===== src/rtl/branch_unit_pkg.sv =====
// Shared definitions for the branch unit: quick-compare selector encodings,
// FSM state encoding and the selector legality check.
package branch_unit_pkg;

    localparam int SEL_W = 6;

    localparam logic [SEL_W-1:0] SELECT_QC_EQ  = 6'h01;
    localparam logic [SEL_W-1:0] SELECT_QC_NE  = 6'h02;
    localparam logic [SEL_W-1:0] SELECT_QC_LEZ = 6'h04;
    localparam logic [SEL_W-1:0] SELECT_QC_GTZ = 6'h08;
    localparam logic [SEL_W-1:0] SELECT_QC_LTZ = 6'h10;
    localparam logic [SEL_W-1:0] SELECT_QC_GEZ = 6'h20;

    typedef enum logic [1:0] {
        ST_IDLE     = 2'd0,
        ST_SLOT     = 2'd1,
        ST_REDIRECT = 2'd2
    } br_state_e;

    function automatic logic sel_defined(input logic [SEL_W-1:0] sel);
        logic ok;
        case (sel)
            SELECT_QC_EQ, SELECT_QC_NE, SELECT_QC_LEZ,
            SELECT_QC_GTZ, SELECT_QC_LTZ, SELECT_QC_GEZ: ok = 1'b1;
            default:                                     ok = 1'b0;
        endcase
        return ok;
    endfunction

endpackage


===== src/rtl/branch_unit_br_target_add.sv =====
// Branch target adder: pc + 4 + (sign-extended word offset << 2), wrapping mod 2^32.
module br_target_add (
    input  logic [31:0] pc,
    input  logic [15:0] offset,
    output logic [31:0] target
);

    assign target = pc + 32'd4 + {{14{offset[15]}}, offset, 2'b00};

endmodule


===== src/rtl/branch_unit.sv =====
// Conditional branch resolution: EX register, one-cycle resolve, delay-slot
// sequencing FSM, redirect pulse, sticky error and saturating statistics.
module branch_unit
    import branch_unit_pkg::*;
#(
    parameter int CNT_W = 16
) (
    input  logic             clk,
    input  logic             reset_n,
    input  logic             stall,
    input  logic             id_br_valid,
    input  logic [5:0]       id_br_sel,
    input  logic [31:0]      id_br_pc,
    input  logic [15:0]      id_br_offset,
    output logic [5:0]       qc_sel,
    input  logic             qc_result,
    input  logic             slot_issued,
    output logic             redirect_valid,
    output logic [31:0]      redirect_target,
    output logic             busy,
    output logic             err,
    output logic [CNT_W-1:0] cnt_resolved,
    output logic [CNT_W-1:0] cnt_taken
);

    br_state_e        state_reg, state_next;
    logic             ex_valid_reg;
    logic [5:0]       ex_sel_reg;
    logic [31:0]      ex_pc_reg;
    logic [15:0]      ex_off_reg;
    logic [31:0]      target_reg;
    logic             err_reg;
    logic [CNT_W-1:0] cnt_resolved_reg, cnt_taken_reg;

    logic [31:0]      target_calc;
    logic             resolve, accept, in_slot_branch, sel_ok, taken;

    br_target_add u_target_add (
        .pc     (ex_pc_reg),
        .offset (ex_off_reg),
        .target (target_calc)
    );

    // Only a branch seen while IDLE is accepted; one arriving behind a taken
    // branch is sitting in its delay slot and gets dropped.
    assign resolve        = ex_valid_reg && !stall;
    assign accept         = resolve && (state_reg == ST_IDLE);
    assign in_slot_branch = resolve && (state_reg != ST_IDLE);
    assign sel_ok         = sel_defined(ex_sel_reg);
    assign taken          = accept && sel_ok && qc_result;

    always_comb begin
        state_next = state_reg;
        case (state_reg)
            ST_IDLE:     if (taken) state_next = slot_issued ? ST_REDIRECT : ST_SLOT;
            ST_SLOT:     if (!stall && slot_issued) state_next = ST_REDIRECT;
            ST_REDIRECT: if (!stall) state_next = ST_IDLE;
            default:     state_next = ST_IDLE;
        endcase
    end

    always_ff @(posedge clk or negedge reset_n) begin
        if (!reset_n) begin
            state_reg        <= ST_IDLE;
            ex_valid_reg     <= 1'b0;
            ex_sel_reg       <= SELECT_QC_NE;
            ex_pc_reg        <= '0;
            ex_off_reg       <= '0;
            target_reg       <= '0;
            err_reg          <= 1'b0;
            cnt_resolved_reg <= '0;
            cnt_taken_reg    <= '0;
        end else begin
            state_reg <= state_next;
            if (!stall) begin
                ex_valid_reg <= id_br_valid;
                if (id_br_valid) begin
                    ex_sel_reg <= id_br_sel;
                    ex_pc_reg  <= id_br_pc;
                    ex_off_reg <= id_br_offset;
                end
            end
            // Target only loads on a taken accept so it stays put until the redirect.
            if (taken) target_reg <= target_calc;
            if (in_slot_branch || (accept && !sel_ok)) err_reg <= 1'b1;
            if (accept && (cnt_resolved_reg != {CNT_W{1'b1}}))
                cnt_resolved_reg <= cnt_resolved_reg + CNT_W'(1);
            if (taken && (cnt_taken_reg != {CNT_W{1'b1}}))
                cnt_taken_reg <= cnt_taken_reg + CNT_W'(1);
        end
    end

    assign qc_sel          = ex_valid_reg ? ex_sel_reg : SELECT_QC_NE;
    assign redirect_valid  = (state_reg == ST_REDIRECT);
    assign busy            = (state_reg != ST_IDLE);
    assign redirect_target = target_reg;
    assign err             = err_reg;
    assign cnt_resolved    = cnt_resolved_reg;
    assign cnt_taken       = cnt_taken_reg;

endmodule


===== config.mk =====
export PLATFORM = sky130hd
export DESIGN_NAME = branch_unit
export DESIGN_NICKNAME = d
export VERILOG_FILES = /design/src/rtl/branch_unit_pkg.sv /design/src/rtl/branch_unit_br_target_add.sv /design/src/rtl/branch_unit.sv
export SDC_FILE = /design/constraint.sdc
export NUM_CORES = 1
export LEC_CHECK = 0
export CAP_MARGIN = 20
export CORE_AREA = 5 5 113 142
export DETAILED_ROUTE_END_ITERATION = 7
export DIE_AREA = 0 0 118 147
export PLACE_DENSITY = 0.74
export SYNTH_ARGS = -nofsm -noshare
export SYNTH_HDL_FRONTEND = slang
export SYNTH_SLANG_ARGS = --single-unit

===== constraint.sdc =====
create_clock -name clk -period 2.6 [get_ports clk]
set_clock_uncertainty 0.1 [all_clocks]
set_input_delay 0.65 -clock clk [delete_from_list [all_inputs] [get_ports clk]]
set_output_delay 0.65 -clock clk [all_outputs]
set_load 0.005 [all_outputs]

==> out/qor.csv <==
metric,value,unit
die area,0.01735,mm²
Synth top area share,45.07,%
slew margin rel.,59.36,%
via/cell ratio,5.495,
dominant cell type by area after synthesis,dfrtp_1,
crit path time final,2743,ps
Yosys cell types,54,
Wirelength per Cell,17.74,µm
maxcap violations,0,
vias in the first global route,6112,
most frequent cell after synthesis,dfrtp_1,
Worst-path clk slew,60,ps
drt first pass iters,5,
Pleak,4.272,nW
Placed Area,0.008818,mm²
share of cells above drive strength 1,29.02,%
Netlist Area Pre-Place,0.006718,mm²
clock latency at the later pin of the worst-skew pair,420,ps
Final TNS setup,-1398,ps
initial antenna violation count,0,
fin crit share,105.5,%
Routed WL,18.45,mm
GRT Residual Overflow,0,
Vias,5715,
# setup viols final,16,
antenna cells,0,
first-pass GRT wire length,29.59,mm
"Data required, critical path",2790,ps
post-synthesis sequential area ratio,45.46,%
VDD IR max,0.5597,mV
Die Height,147,µm
chip width,118,µm
Ys Warns,0,
Final nets,965,
I/O pin count,133,
clock root buffer,clkbuf_16,
arrival time worst endpoint,2930,ps
crit path launch type,register,
Std-Cell Rows,50,
Syn-to-layout area delta,49.90,%
outcome,finished with violations,
RSZ-0062 raised after global routing,yes,
Core ar.,0.01464,mm²
GPL Wtd Cong,0.9066,
syn nets,750,
Starting Density,45.89,%
CTS Buffer Depth,2,
Max Clk Rate,364.6,MHz
CTS hold repair buffers,0,
failing checks,negative setup slack,
Final ANT Viol Nets,0,
Syn Inst Count,630,
Detail Placement HPWL,12.88,mm
Final Power,8.764,mW
Setup crit end kind,register,
Slew Limit Fails,0,
hold slack,136.0,ps
largest cells by area after synthesis,"dfrtp_1 (45%), ha_1 (11%), mux2_2 (8.9%), xnor2_1 (4.6%), nand2_1 (4.0%)",
Critical Path Fanout Max,4,
synth cell count leaders,"dfrtp_1 (121), nand2_1 (71), ha_1 (59)",
IO Port Bufs,132,
Power Dens Cells,870.3,mW/mm²
ys async rst share,100.0,%
pre-CTS setup slack,-303.4,ps
Seq cells post-synth,122,
Setup CP Type,register to register,
largest net degree at the start of global routing,44,
number of H-tree levels,4,
clock sinks,122,
Finished Core Util,68.79,%
Final Instance Area,0.01007,mm²
Mean Syn Cell Area,10.66,µm²
Final Non-Filler Cells,1040,
TritonCTS buffer count,17,
Post-synth EDFFs,0,
Inst Count DP,986,
Worst Tran Pin Value,609.6,ps
hold crit path type,primary input to async pin,
CTS tree,done,
Synth Flop Type,dfrtp_1,
Final Hold Vio Count,0,
Tot GR Track Use,20.72,%
DRC Markers,0,
initial DRC count,298,
fin worst setup slack,-142.6,ps
[layout by cell type, fill, tap and decap left out, types with 4 or more instances in the layout]
master,Yosys,routed
a21o_1,10,10
xnor2_1,35,34
nand2b_1,6,6
and3_1,6,6
o21ai_1,11,10
nor3_1,11,11
ha_4,0,27
a21oi_1,30,24
nand2_1,71,70
nor2_1,24,21
a31oi_1,5,4
buf_12,0,6
o21ai_0,35,33
or4_4,0,4
ha_1,59,30
nand3_1,18,14
o211ai_1,4,4
xor2_1,16,16
and2_1,7,6
clkbuf_16,0,17
dfrtp_1,121,120
clkinv_2,0,5
a21oi_2,0,6
clkdlybuf4s50_1,0,131
mux2_2,53,53
buf_4,0,71
nor2b_1,6,4
inv_1,11,10
clkbuf_8,0,4
buf_6,2,9
nand4_1,14,14
[layer usage]
metal  global-route usage (%)  up-vias  routed length (µm)
li1                         -     2714                   -
met1                    23.07     2825                7131
met2                    37.17      146                9961
met3                    5.583       30                 880
met4                    8.663        0                 480
met5                        0        -                   0
[report_power, final]
group	total (mW)	switching, mW	internal [mW]
clock network	2.27	0.866	1.41
registers	2.68	0.350	2.33
logic	3.81	1.71	2.10
[final timing paths]
kind	startpoint	endpoint	slack, ps	depth (start not counted)
max in group asynchronous	reset_n	ex_sel_reg[1]	1540	2
max	ex_off_reg[1]	redirect_target[31]	-140	11
min reg2reg	ex_pc_reg[1]	redirect_target[1]	360	2
min in group clk	ex_pc_reg[1]	redirect_target[1]	360	2
max reg2reg	ex_off_reg[1]	redirect_target[31]	-140	11
min	reset_n	ex_pc_reg[6]	140	1
[logic make-up (layout without fill, tap and decap cells)]
logic type | Yosys count | count (layout) | share of synthesized area, %
XOR/XNOR | 51 | 51 | 6.649
AO/OA/AOI/OAI | 128 | 128 | 11.99
buffers and inverters | 32 | 260 | 2.011
AND/OR/NAND/NOR | 180 | 180 | 13.08
multiplexers | 56 | 56 | 9.350
flip-flops | 122 | 122 | 45.46
adder cells (fa/ha/maj) | 61 | 61 | 11.45
[layout make-up]
cell class                      count  area (µm²)
Clock buffer                       21       480.5
Clock inverter                     11       95.09
Fill cell                        1103        4569
Inverter                           11       41.29
Multi-Input combinational cell    476        4104
Sequential cell                   122        3055
Tap cell                          182       227.7
Timing Repair Buffer              217        2066
[repair_timing]
item | CTS | global route
endpoints found under the hold margin | 0 | 0
setup endpoints to repair | 32 | 31
gates cloned | 0 | 0
pin swaps | 24 | 19
gates resized for setup | 41 | 37
buffers inserted | 12 | 10
[worst max-delay path: stages, from the launching register on]
cell	delay, ps
dfrtp_1	380
ha_1	300
ha_2	180
inv_2	50
fa_2	200
nor2b_2	50
o2111a_1	250
o31a_1	340
a211o_1	340
a211oi_2	220
xnor2_1	140
o21ai_1	70
No activity file was read; power rests on OpenSTA's default activity.
